==> src/rtl/aes_enc_scheduler_pkg.sv <==
// Shared types and widths for the AES encrypter scheduler.
package aes_sched_pkg;
  localparam int AES_BLK_W = 128;

  typedef enum logic [2:0] {
    IDLE, KEYLOAD, ISSUE, WAIT, POP, CAPTURE, RESP
  } sched_state_t;
endpackage

==> src/rtl/aes_enc_scheduler_rr_arbiter.sv <==
// Combinational round-robin arbiter: first request at or above ptr, with wrap.
module rr_arbiter #(
  parameter int N  = 4,
  parameter int IW = $clog2(N)
) (
  input  logic [N-1:0]  req,
  input  logic [IW-1:0] ptr,
  output logic [N-1:0]  gnt,
  output logic [IW-1:0] gnt_idx
);
  localparam int unsigned NU = N;

  // Walk from lowest to highest priority so the last hit is the winner.
  always_comb begin
    int unsigned idx;
    gnt     = '0;
    gnt_idx = '0;
    for (int unsigned k = 0; k < NU; k++) begin
      idx = (32'(ptr) + NU - 1 - k) % NU;
      if (req[idx]) begin
        gnt      = '0;
        gnt[idx] = 1'b1;
        gnt_idx  = IW'(idx);
      end
    end
  end
endmodule

==> src/rtl/aes_enc_scheduler.sv <==
// Shares one aes_encrypter among N_REQ requesters, one block in flight,
// reloading the key schedule only when the granted key differs.
module aes_enc_scheduler
  import aes_sched_pkg::*;
#(
  parameter int N_REQ    = 4,
  parameter int KEY_WAIT = 12,
  parameter int TIMEOUT  = 64,
  parameter int RD_LAT   = 1
) (
  input  logic                       clk,
  input  logic                       rst,
  input  logic [N_REQ-1:0]           req_valid,
  output logic [N_REQ-1:0]           req_ready,
  input  logic [N_REQ*AES_BLK_W-1:0] req_key,
  input  logic [N_REQ*AES_BLK_W-1:0] req_data,
  output logic [N_REQ-1:0]           resp_valid,
  input  logic [N_REQ-1:0]           resp_ready,
  output logic [AES_BLK_W-1:0]       resp_data,
  output logic                       resp_err,
  output logic [AES_BLK_W-1:0]       enc_key,
  output logic                       enc_valid_key,
  output logic [AES_BLK_W-1:0]       enc_data,
  output logic                       enc_valid_in,
  output logic                       enc_rd_en_t,
  input  logic [AES_BLK_W-1:0]       enc_data_out,
  input  logic                       enc_valid_out,
  output logic                       busy
);
  localparam int IW = $clog2(N_REQ);
  localparam int CW = $clog2(TIMEOUT + 1);

  sched_state_t         state;
  logic [IW-1:0]        rr_ptr, id, gnt_idx;
  logic [N_REQ-1:0]     gnt;
  logic [AES_BLK_W-1:0] cur_key, blk_key, blk_data, gnt_key, gnt_data;
  logic                 key_vld;
  logic [CW-1:0]        cnt;

  rr_arbiter #(.N(N_REQ), .IW(IW)) u_arb (
    .req     (req_valid),
    .ptr     (rr_ptr),
    .gnt     (gnt),
    .gnt_idx (gnt_idx)
  );

  assign gnt_key  = req_key[gnt_idx*AES_BLK_W +: AES_BLK_W];
  assign gnt_data = req_data[gnt_idx*AES_BLK_W +: AES_BLK_W];

  // One counter serves as key-wait, timeout and read-latency timer.
  always_ff @(posedge clk or posedge rst) begin
    if (rst) begin
      state     <= IDLE;
      rr_ptr    <= '0;
      id        <= '0;
      key_vld   <= 1'b0;
      cur_key   <= '0;
      blk_key   <= '0;
      blk_data  <= '0;
      cnt       <= '0;
      resp_data <= '0;
      resp_err  <= 1'b0;
    end else begin
      case (state)
        IDLE: if (|req_valid) begin
          id       <= gnt_idx;
          blk_key  <= gnt_key;
          blk_data <= gnt_data;
          rr_ptr   <= (gnt_idx == IW'(N_REQ - 1)) ? '0 : gnt_idx + 1'b1;
          cnt      <= '0;
          state    <= (key_vld && gnt_key == cur_key) ? ISSUE : KEYLOAD;
        end
        KEYLOAD: if (cnt == CW'(KEY_WAIT - 1)) begin
          cur_key <= blk_key;
          key_vld <= 1'b1;
          state   <= ISSUE;
        end else begin
          cnt <= cnt + 1'b1;
        end
        ISSUE: begin
          cnt   <= '0;
          state <= WAIT;
        end
        WAIT: if (enc_valid_out) begin
          state <= POP;
        end else if (cnt == CW'(TIMEOUT - 1)) begin
          key_vld   <= 1'b0;
          resp_err  <= 1'b1;
          resp_data <= '0;
          state     <= RESP;
        end else begin
          cnt <= cnt + 1'b1;
        end
        POP: begin
          cnt   <= '0;
          state <= CAPTURE;
        end
        CAPTURE: if (cnt == CW'(RD_LAT - 1)) begin
          resp_data <= enc_data_out;
          resp_err  <= 1'b0;
          state     <= RESP;
        end else begin
          cnt <= cnt + 1'b1;
        end
        RESP: if (resp_ready[id]) state <= IDLE;
        default: state <= IDLE;
      endcase
    end
  end

  always_comb begin
    resp_valid = '0;
    if (state == RESP) resp_valid[id] = 1'b1;
  end

  assign req_ready     = (state == IDLE && !rst) ? gnt : '0;
  assign enc_valid_key = (state == KEYLOAD);
  assign enc_key       = (state == KEYLOAD) ? blk_key : cur_key;
  assign enc_data      = blk_data;
  assign enc_valid_in  = (state == ISSUE);
  assign enc_rd_en_t   = (state == POP);
  assign busy          = (state != IDLE);
endmodule

==> config.mk <==
export PLATFORM = sky130hd
export DESIGN_NAME = aes_enc_scheduler
export DESIGN_NICKNAME = d
export VERILOG_FILES = /design/src/rtl/aes_enc_scheduler_pkg.sv /design/src/rtl/aes_enc_scheduler_rr_arbiter.sv /design/src/rtl/aes_enc_scheduler.sv
export SDC_FILE = /design/constraint.sdc
export NUM_CORES = 2
export LEC_CHECK = 0
export BUFFER_PORTS_ARGS = -buffer_cell sky130_fd_sc_hd__buf_2
export CORE_AREA = 4 4 611 613
export CTS_BUF_LIST = sky130_fd_sc_hd__clkbuf_8
export DETAILED_ROUTE_END_ITERATION = 8
export DIE_AREA = 0 0 615 617
export GPL_ROUTABILITY_DRIVEN = 1
export PLACE_DENSITY = 0.3
export SLEW_MARGIN = 20
export SYNTH_ARGS = -nofsm -noshare
export SYNTH_HDL_FRONTEND = slang
export SYNTH_SLANG_ARGS = --single-unit
export TNS_END_PERCENT = 100
==> constraint.sdc <==
create_clock -name clk -period 20.1 [get_ports clk]
set_input_delay 2.01 -clock clk [delete_from_list [all_inputs] [get_ports clk]]
set_output_delay 2.01 -clock clk [all_outputs]
set_load 0.005 [all_outputs]
Word-level counts from Yosys, hierarchy flattened
Cells that the tools add are included.
{"block": "word_totals", "reg_bits": 528, "output_inout_bits": 397, "word_cells": 129}
{"block": "op_classes", "n_lt_le_gt_ge": 10, "muxes": 58, "n_eq_ne": 20, "n_shift": 2, "reduce_logical": 22, "add_sub_neg": 7}
{"cell": "variable part select 512 x 10 -> 128 bit", "n": 2}
{"cell": "two-way mux 128 bit", "n": 4}
{"cell": "one-hot mux 128 bit (2 select lines)", "n": 1}
{"cell": "== test 128 bit", "n": 1}
{"cell": "two-way mux 7 bit", "n": 5}
{"cell": "one-hot mux 7 bit (5 select lines)", "n": 1}
{"cell": "two-way mux 4 bit", "n": 6}
{"cell": "one-hot mux 3 bit (7 select lines)", "n": 1}
{"cell": "two-way mux 3 bit", "n": 6}
{"cell": "two-way mux 1 bit", "n": 16}
{"cell": "inequality test 2 bit, second input constant", "n": 8}
{"cell": "less-than comparator 2 x 3 -> 1 bit, second input constant", "n": 5}
{"cell": "two-way mux 2 bit", "n": 6}
{"cell": "binary-select mux 1 bit (select 2 bit)", "n": 5}
{"cell": "demux 1 bit (select 2 bit)", "n": 5}
{"cell": ">= comparator 2 x 1 -> 1 bit, second input constant", "n": 5}
{"cell": "== test 3 bit, second input constant", "n": 3}
{"cell": "AND reduction 4 bit", "n": 2}
{"cell": "adder 7 x 1 -> 7 bit, second input constant", "n": 1}
{"cell": "== test 7 x 4 -> 1 bit, second input constant", "n": 1}
{"cell": "== test 7 x 6 -> 1 bit, second input constant", "n": 1}
{"cell": "logical AND 1 bit", "n": 7}
{"cell": "zero test 7 bit", "n": 1}
{"cell": "== test 3 x 2 -> 1 bit, second input constant", "n": 2}
{"cell": "18 further kinds", "n": 24}

Depth between registers and ports, before layout
{"block": "depth", "ltp_word": 14, "depth_mapped": 24, "ltp_nobuf": 13}

Cells and area by module
A second synthesis with hierarchy kept.
{"block": "unflattened", "hier_cells": 2829, "area_unflattened_um2": 30499.3}
{"module": "aes_enc_scheduler", "cells_each": 2765, "instances": 1, "area_per_inst_um2": 30011.3}
{"module": "rr_arbiter", "cells_each": 64, "instances": 1, "area_per_inst_um2": 488.0}

Worst setup path before layout
OpenSTA, ideal clock, no wires.
{"block": "synth_timing", "path_type": "input to output", "from": "input rst", "to": "output req_ready[0]", "path_slack_ns": 3.556, "path_stages": 3, "t_arrival_ns": 14.534, "cell_sequence": "inv_1 > nand2_1 > a21oi_1"}
{"block": "synth_between", "elab_chain_cells": 3}
{"element": "from (decl)", "line_no": "aes_enc_scheduler.sv:12", "text": "input logic rst,"}
{"element": "zero test 1 bit", "line_no": "aes_enc_scheduler.sv:116", "text": "assign req_ready = (state == IDLE && !rst) ? gnt : '0;"}
{"element": "logical AND 1 bit", "line_no": "aes_enc_scheduler.sv:116"}
{"element": "two-way mux 4 bit", "line_no": "aes_enc_scheduler.sv:116"}
{"element": "to (decl)", "line_no": "aes_enc_scheduler.sv:14", "text": "output logic [N_REQ-1:0] req_ready,"}
No other way between the ends.

Final worst setup path
{"block": "layout_timing", "from": "register rr_ptr[0]", "to": "register state[1]"}
{"block": "layout_between", "elab_chain_cells": 14, "elab_cells_between_ends": 23, "cone_classes": "add/sub (5); eq/ne (1); shift (1); mux (15); reduce/logical (1)"}
{"element": "from (decl)", "line_no": "aes_enc_scheduler.sv:34", "text": "logic [IW-1:0] rr_ptr, id, gnt_idx;"}
{"element": "from (signal assigned)", "line_no": "aes_enc_scheduler.sv:69", "text": "rr_ptr <= (gnt_idx == IW'(N_REQ - 1)) ? '0 : gnt_idx + 1'b1;"}
{"element": "adder 2 x 1 -> 2 bit (*)", "line_no": "aes_enc_scheduler_rr_arbiter.sv:19", "text": "idx = (32'(ptr) + NU - 1 - k) % NU;"}
{"element": "subtractor 2 x 1 -> 2 bit (*)", "line_no": "aes_enc_scheduler_rr_arbiter.sv:19"}
{"element": "subtractor 2 x 1 -> 2 bit or binary-select mux 1 bit (select 2 bit) (tied branches)", "line_no": "aes_enc_scheduler_rr_arbiter.sv:19, aes_enc_scheduler_rr_arbiter.sv:20"}
{"element": "binary-select mux 1 bit (select 2 bit) or two-way mux 1 bit (tied branches)", "line_no": "aes_enc_scheduler_rr_arbiter.sv:20", "text": "if (req[idx]) begin"}
{"element": "two-way mux 1 bit (not written as such) or two-way mux 2 bit (tied branches)", "line_no": "aes_enc_scheduler_rr_arbiter.sv:20"}
{"element": "two-way mux 2 bit (2 in a row)", "line_no": "aes_enc_scheduler_rr_arbiter.sv:20"}
{"element": "two-way mux 2 bit (*)", "line_no": "aes_enc_scheduler_rr_arbiter.sv:20"}
{"element": "variable part select 512 x 10 -> 128 bit (*)", "line_no": "aes_enc_scheduler.sv:47", "text": "assign gnt_key = req_key[gnt_idx*AES_BLK_W +: AES_BLK_W];"}
{"element": "== test 128 bit (*)", "line_no": "aes_enc_scheduler.sv:71", "text": "state <= (key_vld && gnt_key == cur_key) ? ISSUE : KEYLOAD;"}
{"element": "logical AND 1 bit (*)", "line_no": "aes_enc_scheduler.sv:71"}
{"element": "two-way mux 2 bit (*)", "line_no": "aes_enc_scheduler.sv:71"}
{"element": "two-way mux 3 bit (*)", "line_no": "aes_enc_scheduler.sv:65", "text": "IDLE: if (|req_valid) begin"}
{"element": "one-hot mux 3 bit (7 select lines) (*)", "line_no": "aes_enc_scheduler.sv:64", "text": "case (state)"}
{"element": "to (signal assigned)", "line_no": "aes_enc_scheduler.sv:71"}
{"element": "to (decl)", "line_no": "aes_enc_scheduler.sv:33", "text": "sched_state_t state;"}
Every way passes the cells marked *; elsewhere a longest branch is shown, timed or not. The select of a mux whose other input is x is not followed.
A chain may end at the register's enable or synchronous reset.

==> flow_summary.toml <==
[sta]
setup_viol = 0
post-route-period-util = 0.375
skew_ns = 0.112
relSlewSlack = 0.146
period_minus_slack_ns = 7.54
worst_pin_slew_ns = 1.28
slew_viol_final = 0
hold_viol = 0
max_freq_mhz = 133
grt_setup_unrepaired = "false"
setup_tns_ns = 0

[floorplanning]
rows = 223
io-pin-count = 1560
coreArea_um2 = 368000
die_h_um = 617
initial_core_util = 0.0932
die_x_um = 615
die_area_um2 = 379000

[logic_synthesis]
ys_top_cells_by_count = "nand2_1 (1257), dfrtp_1 (528), nand3_1 (467), clkbuf_1 (273), mux2_2 (224)"
yosysUniqueCellTypes = 92
syn_area_um2 = 34300
synth_most_common_cell = "nand2_1"
netlist_top_cells_area = "dfrtp_1 (39%), nand2_1 (14%), mux2_2 (7.4%), nand3_1 (6.8%), mux2i_1 (4.6%)"
yosys.area.top_type = "dfrtp_1"
avgSynthCellArea_um2 = 8.18
yosysSeqAreaShare = 0.385
synthesis.nets = 5365
synth_top_flop_cell = "dfrtp_1"
yosysWarnings = 0
yosysTopAreaCellShare = 0.385
netlist_instances = 4193
synth_edf_count = 0
ys_async_sr_fraction = 1.00
synth_seq_cells = 528

[drt]
dr_total_vias = 42300
first_iter_violations = 3992
wl_per_cell_um = 34.0
drc = 0
dr.pass1.iters = 6
via_per_inst = 3.96
drt-total-wl_mm = 363
ant_nets = 0

[clocking]
clk_latency_ns = 0.97
cts_resized = 0
htreeDepth = 4
ctsHoldBuffers = 0
cts-buffers-inserted = 139
path_clk_slew_ns = 0.05
cts-root-buf = "clkbuf_8"
cts_setup_buffers = 0
tritoncts = "yes"
clockBufferDepth = 4
clock_sinks = 528

[critical_path]
startpoint_type = "register"
cp_slowest_cell = "a2111oi_0"
crit_path_max_incr_delay_ns = 1.04
r2r_start = "rr_ptr[0]"
path_class = "register to register"
critical_path.startpoint = "rr_ptr[0]"
endpoint_kind = "register"
cp_common_cell = "buf_4"
path_buf_inv = 4
reg2reg_depth = 15
arrival_ns = 8.43
required_ns = 20.99
cpLargestDelayFamily = "compound AO/OA/AOI/OAI gates"
path_cells = "inv_2 -> buf_4 -> ha_1 -> mux4_2 -> o211ai_1 -> buf_4 -> nand2_4 -> buf_4 -> a211oi_1 -> o21bai_1 -> a2111oi_0 -> nand4b_1 -> nor4_1 -> nand3_1 -> o21ai_1"
reg2reg_to = "state[1]"
timing.reg2reg.setup_slack_ns = 12.56
crit_fanout = 47

[finish]
regArea_um2 = 13200
fin_nets = 6821
fin_area_um2 = 50900
multiInputGateArea_um2 = 19800
layout-drive-gt1-share = 0.375
area_growth_pct = 48.3
n_fill_cell = 42600

[worst_hold_path]
min_to = "cur_key[115]"
worstHoldStart = "blk_key[115]"
min_path_type = "register to register"
hold_path_depth = 2

[grt]
use_met3 = 0.0539
grt_pass1_vias = 42000
grt_usage = 0.182
grt_pass1_wl_mm = 459
grt_max_degree = 184
grt_use_met1 = 0.219
antenna_found_initial = 312
grtUsageMet2 = 0.311
overflow = 0
grt.busiest_layer = "met2"

[flow_run]
maxCapViolCount = 0

[place]
dp_hpwl_mm = 299
gp_congestion = 0.965
port_buffers = 1559
detailed_place.area_um2 = 47800

[power_and_ir_drop]
clockPowerShare = 0.148
p_per_area_nw_per_um2 = 199
p_int_mw = 4.26
p_total_mw = 10.1
p_comb_frac = 0.676
p_seq_frac = 0.176
leakagePower_nw = 24.3
p_switching_mw = 5.88
switching_share = 0.580
ir_worst_vdd_uv = 143

[outcome]
outcome = "finished, final reports clean"
[tightest hold or removal path, delay by kind of cell, from the launching register on]
kind	cells	cell delay [ns]
flip-flops	1	0.37
AO/OA/AOI/OAI	1	0.06
AND/OR/NAND/NOR	1	0.05
[power by group through the flow]
stage | Combinational [mW] | Sequential [mW] | Clock (mW)
3_5_place_dp | 6.97 | 1.79 | 0
6_report | 6.85 | 1.78 | 1.51
2_1_floorplan | 3.58 | 1.68 | 0
3_3_place_gp | 6.97 | 1.78 | 0
4_1_cts | 6.98 | 1.78 | 1.60
5_1_grt | 7.33 | 1.83 | 1.63
[worst max path at each step]
| stage | depth (start not counted) | to | slack, ns |
|---|---|---|---|
| after floorplan | 1 | blk_key[0] | 3.32 |
| after global placement | 15 | state[0] | 11.75 |
| after detailed placement | 13 | state[0] | 11.83 |
| after CTS | 15 | state[0] | 12.56 |
| after global routing | 18 | state[0] | 12.18 |
| final | 15 | state[1] | 12.56 |
[stage by stage]
step	hold slack (ns)	setup slack, ns	utilization	cells
6_report	0.444	12.56	0.138	10700
3_3_place_gp	0.457	11.75	0.130	10300
3_5_place_dp	0.458	11.83	0.130	10300
2_1_floorplan	0.450	3.32	-	4193
4_1_cts	0.462	12.56	0.137	10600
5_1_grt	0.488	12.18	0.138	10600
[metal layers]
layer / vias to the layer above / routed length (um) / part of all wire
met3: 687 / 29400 / 0.081
li1: 18000 / - / -
met5: - / 437 / 0.0012
met4: 66 / 14600 / 0.040
met2: 2386 / 173000 / 0.48
met1: 21200 / 146000 / 0.40
[layout by cell type (no fill, tap or decap), types with 68 or more instances in the layout]
| master | synthesis | final |
|---|---|---|
| buf_2 | 26 | 1559 |
| nand2_1 | 1257 | 1255 |
| dfrtp_1 | 528 | 527 |
| nand3_1 | 467 | 467 |
| mux2_2 | 224 | 224 |
| o21ai_0 | 214 | 210 |
| clkbuf_8 | 0 | 174 |
| mux2i_1 | 156 | 153 |
| a22o_1 | 135 | 135 |
| diode_2 | 0 | 107 |
| inv_1 | 47 | 86 |
| buf_4 | 4 | 85 |
| a21oi_1 | 81 | 79 |
| nor2_1 | 77 | 73 |
| a211oi_1 | 68 | 68 |
[registers in the layout, indices dropped and copies added, names as in the netlist, 2 cells and up]
signal,flops
blk_key,128
cnt,7
cur_key,128
enc_data,128
id,2
resp_data,128
rr_ptr,2
state,3
[logic make-up (layout without fill, tap and decap cells)]
group           Yosys count  in the layout  share of synthesized area
mux                     407            407                      0.135
fa+ha+maj                 9              9                    0.00328
compound gates          798            798                      0.165
buf+inv                 383           1935                     0.0447
other cells               0            107                          0
xor+xnor                 39             39                    0.00996
flops                   528            528                      0.385
simple gates           2029           2029                      0.257
[area by class of cell]
type,instances,area share
Antenna cell,107,0.00527
Clock buffer,174,0.0471
Clock inverter,63,0.00773
Inverter,47,0.00362
Multi-Input combinational cell,3282,0.389
Sequential cell,528,0.260
Tap cell,4837,0.119
Timing Repair Buffer,1651,0.169
No activity file was read; power rests on OpenSTA's default activity.
